### src/rtl/output_serializer.sv
// Frame serializer: NWORDS words of W bits sent as tagged SYM_W-bit symbols with ready/valid backpressure.
// Optional XOR trailer symbol enabled by defining OUTPUT_SERIALIZER_CHK_EN.
module output_serializer #(
  parameter int W      = 32,
  parameter int NWORDS = 2,
  parameter int SYM_W  = 4,
  parameter int MODE_W = 3
) (
  input  logic                        clk,
  input  logic                        rst_n,
  input  logic                        start,
  input  logic                        abort,
  input  logic [MODE_W-1:0]           mode,
  input  logic [NWORDS*W-1:0]         words,
  output logic                        busy,
  output logic                        done,
  output logic                        out_valid,
  input  logic                        out_ready,
  output logic [MODE_W+SYM_W:0]       out_data
);

  localparam int SPW   = W / SYM_W;
  localparam int NSYM  = NWORDS * SPW;
  localparam int BUF_W = NWORDS * W;
  localparam int IDX_W = (NSYM > 1) ? $clog2(NSYM) : 1;
  localparam int OUT_W = MODE_W + 1 + SYM_W;

  generate
    if (W % SYM_W != 0) begin : g_bad_w
      $error("output_serializer: W must be a multiple of SYM_W");
    end
    if (NWORDS < 1) begin : g_bad_nwords
      $error("output_serializer: NWORDS must be at least 1");
    end
  endgenerate

`ifdef OUTPUT_SERIALIZER_CHK_EN
  typedef enum logic [1:0] {S_IDLE, S_SEND, S_CHK} state_t;
`else
  typedef enum logic [1:0] {S_IDLE, S_SEND} state_t;
`endif

  state_t             state_q, state_d;
  logic [BUF_W-1:0]   buf_q, buf_d, seq;
  logic [MODE_W-1:0]  mode_q, mode_d;
  logic [IDX_W-1:0]   idx_q, idx_d;
  logic [OUT_W-1:0]   data_q, data_d;
  logic               valid_q, valid_d;
  logic               done_q, done_d;
  logic               busy_q, busy_d;
  logic               hs;
`ifdef OUTPUT_SERIALIZER_CHK_EN
  logic [SYM_W-1:0]   xor_q, xor_d;
`endif

  assign hs = valid_q & out_ready;

  // Rearrange the input words into send order so the next symbol is always at the top.
  always_comb begin
    seq = '0;
    for (int w = 0; w < NWORDS; w++) begin
      for (int s = 0; s < SPW; s++) begin
        seq[(NSYM - 1 - (w * SPW + SPW - 1 - s)) * SYM_W +: SYM_W] = words[w * W + s * SYM_W +: SYM_W];
      end
    end
  end

  always_ff @(posedge clk or negedge rst_n) begin
    if (!rst_n) begin
      state_q <= S_IDLE;
      buf_q   <= '0;
      mode_q  <= '0;
      idx_q   <= '0;
      data_q  <= '0;
      valid_q <= 1'b0;
      done_q  <= 1'b0;
      busy_q  <= 1'b0;
`ifdef OUTPUT_SERIALIZER_CHK_EN
      xor_q   <= '0;
`endif
    end else begin
      state_q <= state_d;
      buf_q   <= buf_d;
      mode_q  <= mode_d;
      idx_q   <= idx_d;
      data_q  <= data_d;
      valid_q <= valid_d;
      done_q  <= done_d;
      busy_q  <= busy_d;
`ifdef OUTPUT_SERIALIZER_CHK_EN
      xor_q   <= xor_d;
`endif
    end
  end

  always_comb begin
    state_d = state_q;
    if (abort) begin
      state_d = S_IDLE;
    end else begin
      case (state_q)
        S_IDLE: if (start) state_d = S_SEND;
        S_SEND: begin
          if (hs && idx_q == '0) begin
`ifdef OUTPUT_SERIALIZER_CHK_EN
            state_d = S_CHK;
`else
            state_d = S_IDLE;
`endif
          end
        end
`ifdef OUTPUT_SERIALIZER_CHK_EN
        S_CHK: if (hs) state_d = S_IDLE;
`endif
        default: state_d = S_IDLE;
      endcase
    end
  end

  always_comb begin
    buf_d   = buf_q;
    mode_d  = mode_q;
    idx_d   = idx_q;
    data_d  = data_q;
    valid_d = valid_q;
    done_d  = 1'b0;
`ifdef OUTPUT_SERIALIZER_CHK_EN
    xor_d   = xor_q;
`endif
    if (abort) begin
      valid_d = 1'b0;
      data_d  = '0;
    end else begin
      case (state_q)
        S_IDLE: begin
          valid_d = 1'b0;
          data_d  = '0;
          if (start) begin
            mode_d  = mode;
            buf_d   = seq << SYM_W;
            idx_d   = IDX_W'(NSYM - 1);
            data_d  = {mode, 1'b1, seq[BUF_W-1 -: SYM_W]};
            valid_d = 1'b1;
`ifdef OUTPUT_SERIALIZER_CHK_EN
            xor_d   = '0;
`endif
          end
        end
        S_SEND: begin
          if (hs) begin
`ifdef OUTPUT_SERIALIZER_CHK_EN
            xor_d = xor_q ^ data_q[SYM_W-1:0];
`endif
            if (idx_q == '0) begin
`ifdef OUTPUT_SERIALIZER_CHK_EN
              data_d  = {mode_q, 1'b0, xor_d};
              valid_d = 1'b1;
`else
              data_d  = '0;
              valid_d = 1'b0;
              done_d  = 1'b1;
`endif
            end else begin
              data_d = {mode_q, 1'b1, buf_q[BUF_W-1 -: SYM_W]};
              buf_d  = buf_q << SYM_W;
              idx_d  = idx_q - 1'b1;
            end
          end
        end
`ifdef OUTPUT_SERIALIZER_CHK_EN
        S_CHK: begin
          if (hs) begin
            data_d  = '0;
            valid_d = 1'b0;
            done_d  = 1'b1;
          end
        end
`endif
        default: begin
          data_d  = '0;
          valid_d = 1'b0;
        end
      endcase
    end
    busy_d = (state_d != S_IDLE);
  end

  assign busy      = busy_q;
  assign done      = done_q;
  assign out_valid = valid_q;
  assign out_data  = data_q;

endmodule

### config.mk
export PLATFORM = sky130hd
export DESIGN_NAME = output_serializer
export DESIGN_NICKNAME = d
export VERILOG_FILES = /design/src/rtl/output_serializer.sv
export SDC_FILE = /design/constraint.sdc
export NUM_CORES = 1
export LEC_CHECK = 0
export CORE_ASPECT_RATIO = 1.1
export CORE_MARGIN = 2
export CORE_UTILIZATION = 40
export DETAILED_ROUTE_END_ITERATION = 6
export PLACE_DENSITY_LB_ADDON = 0.2
export SYNTH_ARGS = -nofsm -noshare
export SYNTH_HDL_FRONTEND = slang
export SYNTH_SLANG_ARGS = --single-unit
### constraint.sdc
create_clock -name clk -period 2.25 [get_ports clk]
set_input_delay 0.3375 -clock clk [delete_from_list [all_inputs] [get_ports clk]]
set_output_delay 0.3375 -clock clk [all_outputs]
set_load 0.1 [all_outputs]
==> impl_summary.md, run 1 <==
Worst setup path
The required arrival time at the worst endpoint is 2.52 ns. Data arrives at the worst endpoint at 2.06 ns. STA classifies the critical path endpoint as a flip-flop. The worst register-to-register path begins at idx_q[0]. The kind of start point of the critical path is a flip-flop. The critical path class is flip-flop to flip-flop. The beginning of the critical path is idx_q[0]. Of all nets on the critical path, the largest fanout is 56.

Final layout
Relative to the synthesized area, the layout overhead comes to 29.2%. The repair_antennas step left the layout with diodes totalling 0. The post-layout net count is 499. Fill cells in the final layout number 865. The share of the core filled with cells in the final layout is 0.529. The top cell types in the final layout, fill and taps aside, are a21oi_1 (109), dfrtp_1 (80), clkdlybuf4s50_1 (70). The most common library cell in the layout ignoring fill and taps is a21oi_1. The fraction of final layout cells sized beyond drive strength 1 is 0.131.

Global route
The overall track demand over capacity in global routing is 0.169. The number of antenna violations at the first check in global routing was 0. The number of global-route vias before repair is 2905.

The first-pass GRT wire length is 14200 um. The total overflow left after global routing is 0. The largest net degree at the start of global routing is 58.

CTS
The clock transition at the registers of the reported paths is 0.08 ns. For the worst-skew pair, the clock arrives at the later sink with an insertion delay of 0.34 ns. The maximum clock insertion buffer count is 2. The clock tree from TritonCTS is yes. TritonCTS created 9 clock buffers. After clock tree synthesis, the flow added hold-fix buffers numbering 0.

The quantity of gates resized following cts is 0. The total number of H-tree levels is 3. The clock root buffer is clkbuf_8.

The number of buffers added for setup after CTS is 0. The clock drives 80 sinks.

Timing
The number of hold violations in the final report came to 0. Dividing the final minimum period by the clock period gives 0.798. In this run the tightest slew margin relative to its limit is 0.559. The clock period could shrink to 1.80 ns. The fmax is 0.557 GHz. At the pin with the least slew margin, the transition time is 0.662 ns. For the final routed database, the setup TNS stands at 0 ns. For the final database, setup skew stands at 0.00805 ns.

Setup repair after global routing left no endpoint under its margin. The final hold slack is 0.0196 ns. The final max-slew violation count was 0. The final setup violation count is 0.

Routing
After the first detailed-routing iteration, the DRC count stood at 184. In the final routed layout, each cell accounts on average for 15.6 um. In the routed design, unresolved DRC markers number 0. Detailed routing inserted a total of 2913 vias. Dividing the detail-routed via count by the number of cells gives 5.34. Wires add up to 8490 um. The detailed-router iteration count before antenna repair is 4. The antenna violation net count after detailed routing is 0.

Power and ir drop
The share of total power dissipated in sequential elements is 0.504. Cell internal power was estimated by the tool at 2.64 mW. The worst-case IR drop observed on VDD is 358 uV. The proportion of total power due to net switching is 0.267. The static leakage is 1.91 nW. The share of total power dissipated in the clock network is 0.315.

Of the total power, combinational logic draws 0.181. The completed layout was analyzed and its total power is 3.60 mW. The power density relative to cell area is 731 nW/um^2. The switching component of the power is 962 uW.

Placed design
The congestion estimate from routability-driven global placement came to 0.803. The count of port buffers added during placement is 82. The placed wire-length estimate after detailed placement is 5470 um.

Synthesis
The share of the Yosys chip area taken by registers is 0.525. The post-synthesis cell count is 351. The synthesized area is 3810 sq um. The main flop type after synthesis is dfrtp_1. For this run, asynchronously set or reset flops after synthesis account for 1.00. The share of synthesized area in the top cell type comes to 0.525. By area the synthesized netlist is led by dfrtp_1 (53%), mux2i_1 (15%), a21oi_1 (14%), buf_6 (2.4%), a21oi_2 (2.3%). The cell type with the highest aggregate area in the netlist is dfrtp_1. The number of different library cells used by synthesis comes to 35. The post-synthesis net count is 424.

For this run, the number of Yosys warnings is 0. In this run, synthesis inferred 0 flip-flops with an integrated enable. The average instance in the mapped netlist occupies 10.9 sq um. Synthesis inferred 80 register bits.

Floorplanning
For this configuration, the core starts out at a cell density of 0.410. After floorplanning, the core was sized to cover 9310 sq um. The overall die height is 106 um.

The number of cell rows is 37. The number of top-level design ports is 83. The floorplan step set the die width to 97.1 um. The total die area is 10300 sq um.

Status
The run finished with clean final reports.

Job
The max capacitance violation total is 0.

Worst hold path
The type of the worst min-delay path is primary input to async pin.
==> registers in the layout, summed over array words and instances, names as in the netlist <==
| signal | cells |
|---|---|
| mode_q | 3 |
| out_data | 8 |
| busy | 1 |
| done | 1 |
| buf_q | 60 |
| out_valid | 1 |
| idx_q | 4 |
| state_q | 2 |
==> cell families after synthesis <==
logic type / after synthesis / share of synthesized area
buffers and inverters: 29 / 0.0499
multiplexers: 59 / 0.156
other: 1 / 0.000984
flip-flops: 80 / 0.525
AO/OA/AOI/OAI: 143 / 0.210
adder cells (fa/ha/maj): 1 / 0.00328
AND/OR/NAND/NOR: 38 / 0.0545
==> power groups by stage <==
stage | registers [mW] | logic, mW | clock network, mW
after floorplan | 1.84 | 0.375 | 0
after global placement | 1.83 | 0.637 | 0
after detailed placement | 1.84 | 0.660 | 0
after CTS | 1.81 | 0.661 | 1.17
after global routing | 1.84 | 0.726 | 1.23
final | 1.81 | 0.651 | 1.13
==> routing by layer <==
metal / vias to the layer above / global-route usage / share of wire / wire [um]
met5: - / 0 / 0 / 0
met2: 70 / 0.269 / 0.48 / 4050
met1: 1418 / 0.229 / 0.47 / 4020
met3: 5 / 0.0401 / 0.043 / 363
li1: 1420 / - / - / -
met4: 0 / 0.0513 / 0.0077 / 65
==> cells in the mapped netlist, types with 2 or more instances <==
library cell and number:
mux2i_1 56, nor2_1 7, a21oi_2 10, nor3_1 4
buf_2 11, clkbuf_1 5, nand2_1 11, a22oi_1 7
a21oi_1 109, buf_4 2, a311oi_1 2, nor4_1 2
a22o_1 4, nand2b_1 4, o21ai_0 7, buf_6 8
inv_1 3, dfrtp_1 80, mux2_2 3
==> worst max-delay path, cell delays in order (launching register included) <==
cell	delay [ns]
dfrtp_1	0.40
inv_1	0.08
ha_1	0.20
nor3b_4	0.32
o21ai_4	0.12
and2_2	0.22
buf_12	0.21
a21oi_1	0.16
==> metrics by stage <==
step | instances | area, sq um | worst slack, ns
finish | 546 | 4920 | 0.454
floorplan | 351 | 3810 | 0.285
detailed placement | 532 | 4720 | 0.308
global route | 546 | 4920 | 0.324
CTS | 546 | 4920 | 0.444
global placement | 532 | 4720 | 0.346
==> path summary, 6_finish.rpt <==
kind	cells after the start	to	slack [ns]
max in group asynchronous	2	mode_q[0]	1.62
min reg2reg	2	out_data[5]	0.49
min	1	out_data[2]	0.02
max	7	buf_q[28]	0.45
min in group clk	2	out_data[5]	0.49
max reg2reg	7	buf_q[28]	0.45
==> final cells by class <==
type | count | area (sq um) | share of cell area
inverter | 3 | 11.3 | 0.00229
multi-input combinational | 242 | 1640 | 0.334
clock inverter | 4 | 70.1 | 0.0142
timing repair buffer | 90 | 913 | 0.186
clock buffer | 10 | 138 | 0.0280
tap | 117 | 146 | 0.0297
sequential | 80 | 2000 | 0.407
Note: power is estimated with default switching activity, not from simulation.
==> run 2, diff against run 1 <==
==> constraint.sdc (replaced) <==
create_clock -name clk -period 1.7 [get_ports clk]
set_input_delay 0.255 -clock clk [delete_from_list [all_inputs] [get_ports clk]]
set_output_delay 0.255 -clock clk [all_outputs]
set_load 0.1 [all_outputs]
==> run 2 against run 1 <==
Against the previous run:
- maximum frequency rose by 12%
- clock power rose by 27%
- count of clock-buffer cells in the layout rose by 1
- critical path type unchanged
- highest routed layer unchanged
- power rose by 32%
- clock skew rose by 0.0064 ns
- wire length rose by 0.78%
- critical endpoint is now out_data[7]
- combinational power rose by 41%
==> impl_summary.md, run 2 (synthesis gave the netlist of run 1 again) <==
CTS
The clock tree from TritonCTS is yes. Once the clock tree was built, the setup fixing pass inserted 0 buffers. The insertion delay of the later-clocked pin in the worst-skew pair is 0.34 ns. The clock transition at the registers of the reported paths is 0.08 ns. The H-tree was split into 3 levels. The total CTS buffers is 9.

In this run the deepest clock path goes through 2 buffers. The root buffer cell chosen for the clock tree is clkbuf_8. The tree built by TritonCTS fans out to 80 sinks.

Routing
The residual DRC count is 0. The number of design-rule violations left by the first detailed-router iteration is 135. After detailed routing, the average wire length per cell comes to 15.2 um.

The total via count after detailed routing is 2962. For this run, the detailed router's first-pass iteration total came to 4. Using the TritonRoute via totals, the vias-per-cell ratio works out to 5.27. The count of nets left with antenna violations once routing finished came out at 0. The wire length after detailed routing is 8560 um.

Global route
The number of antenna violations at the first check in global routing is 0. The total overflow reported by the global router is 0. The first global-routing pass estimated 14400 um of wire. The number of global-route vias before repair is 2913. Across every metal layer, demand over resource in global routing totals 0.172. Entering global routing, the biggest net connects 38 pins.

Power and ir drop
The power density relative to cell area is 911 nW/um^2. The worst-case IR drop observed on VDD is 432 uV. The static leakage is 2.01 nW.

Worst setup path
The kind of start point of the critical path is a flip-flop. The critical path in this run is classified as flip-flop to flip-flop. The most critical setup path has its endpoint at out_data[7]. The beginning of the critical path is idx_q[0]. The worst setup path is captured at a flip-flop.

The delay of the slowest critical-path stage is 0.41 ns. The cell at the slowest stage of the critical path is dfrtp_1. The cell occurring most often along the worst timing path is buf_4. The cell count of the worst reg-to-reg path is 8. The worst reg2reg path startpoint is idx_q[0]. Along the worst path, the maximum fanout reaches 7. In this run the critical register-to-register path is captured at out_data[7]. The minimum setup slack among reg-to-reg paths is 0.09 ns.

The signal on the critical path passes through inv_2, ha_4, nor3b_4, buf_4, nor2_1, buf_4, a22oi_1, o21ai_1. Data on the critical path is required at its endpoint by 1.92 ns. The arrival time of data at the critical path endpoint is 1.83 ns.

Placed design
Timing analysis after detailed placement gives a worst setup slack of -0.0744 ns. Port buffering added 82 buffers. At the end of routability-driven placement, the weighted congestion stood at 0.873.

The placed wire-length estimate after detailed placement is 5810 um.

Floorplanning
The number of cell rows is 37. The area of the core region is 9310 sq um. The number of top-level design ports is 83. The overall die height is 106 um. The horizontal die dimension is 97.1 um. For this configuration, the core starts out at a cell density of 0.410. The total die area is 10300 sq um.

Timing
The number of hold violations in the final report is 0. The final max-slew violation count was 0. Setup repair after global routing could not meet its margin everywhere. Clock skew on the completed layout was measured at 0.0145 ns.

The minimum period implied by the final worst setup slack is 1.61 ns. Dividing the final minimum period by the clock period gives 0.946. The slack of the critical path is 0.0924 ns. Setup violations remaining at the end of the flow were counted as 0.

The fmax is 0.622 GHz.

Job
The tool flagged a number of max-cap violations equal to 0.

Final layout
The flip-flop count of the largest register after layout is 60. In the final layout, the multi-input gates occupy 1690 sq um. The post-layout net count is 513. The library cell used most frequently in the layout, excluding fill and tap cells, is a21oi_1. The repair_antennas step left the layout with diodes totalling 0. The library cells used most frequently in the layout, excluding fill and tap cells, are a21oi_1 (104), dfrtp_1 (79), clkdlybuf4s50_1 (70). The filler cells instantiated in the layout total 798. The share of the core filled with cells in the final layout is 0.562. The fraction of final layout cells sized beyond drive strength 1 is 0.184. The area overhead of the layout relative to synthesis is 37.3%. Counting flops per register, the top entry is buf_q. In the final layout, flip-flops and latches occupy 2000 sq um.

Status
The flow ran to the end, and the final reports show no timing, DRC or antenna violations.

Worst hold path
In this run the worst hold path is classified as primary input to async pin.
==> run 2: worst min-delay path by stage <==
stage	cells after the start	endpoint	slack (ns)	from
6_report	2	out_data[2]	0.36	rst_n
2_1_floorplan	0	buf_q[10]	-0.04	rst_n
5_1_grt	2	out_data[2]	0.39	rst_n
4_1_cts	2	out_data[2]	0.37	rst_n
3_5_place_dp	1	out_data[2]	0.19	rst_n
3_3_place_gp	1	out_data[0]	0.19	rst_n
==> run 2: layout make-up <==
class	instances	area share
Timing Repair Buffer	104	0.225
Clock inverter	5	0.0105
Multi-Input combinational cell	242	0.322
Sequential cell	80	0.383
Clock buffer	11	0.0289
Inverter	3	0.00215
Tap cell	117	0.0280
==> run 2: report_power, final <==
part	internal, mW	switching (mW)
clock network	0.754	0.683
logic	0.468	0.448
registers	2.22	0.192
==> run 2: per-layer routing <==
| metal | global-route usage | wire (um) | up-vias | part of all wire |
|---|---|---|---|---|
| met3 | 0.0335 | 382 | 12 | 0.045 |
| met2 | 0.262 | 3980 | 74 | 0.47 |
| met4 | 0.0755 | 153 | 0 | 0.018 |
| li1 | - | - | 1458 | - |
| met1 | 0.237 | 4040 | 1418 | 0.47 |
| met5 | 0 | 0 | - | 0 |
==> run 2: metrics by stage <==
stage	power, mW	hold slack [ns]	instance area (sq um)	std cells	setup TNS, ns
final	4.77	0.362	5230	562	0
after detailed placement	3.35	0.192	4960	545	-1.49
after CTS	4.80	0.369	5190	562	0
after floorplan	2.94	-0.0406	3810	351	0
after global routing	5.02	0.394	5230	562	-0.0880
after global placement	3.32	0.193	4960	545	-0.595
==> run 2: critical path: cells and delay by family, from the launching register on <==
| family | cells | cell delay [ns] |
|---|---|---|
| DFF | 1 | 0.41 |
| buffers and inverters | 3 | 0.41 |
| adders and majority gates | 1 | 0.13 |
| and+or+nand+nor | 2 | 0.32 |
| AOI/OAI and AO/OA | 2 | 0.23 |
==> run 2: timing repair <==
| item | in CTS | in global routing |
|---|---|---|
| endpoints found under the setup margin | 42 | 64 |
| pin swaps | 0 | 2 |
| hold buffers | 1 | 0 |
| resized for setup | 4 | 14 |
| endpoints found under the hold margin | 25 | 0 |
==> run 3, diff against run 2 <==
--- a/config.mk
+++ b/config.mk
@@ -13,3 +13,4 @@
 export SYNTH_ARGS = -nofsm -noshare
 export SYNTH_HDL_FRONTEND = slang
 export SYNTH_SLANG_ARGS = --single-unit
+export TNS_END_PERCENT = 5
==> results of run 3 <==
No change in the layout: final DEF, timing and power equal those of run 2.
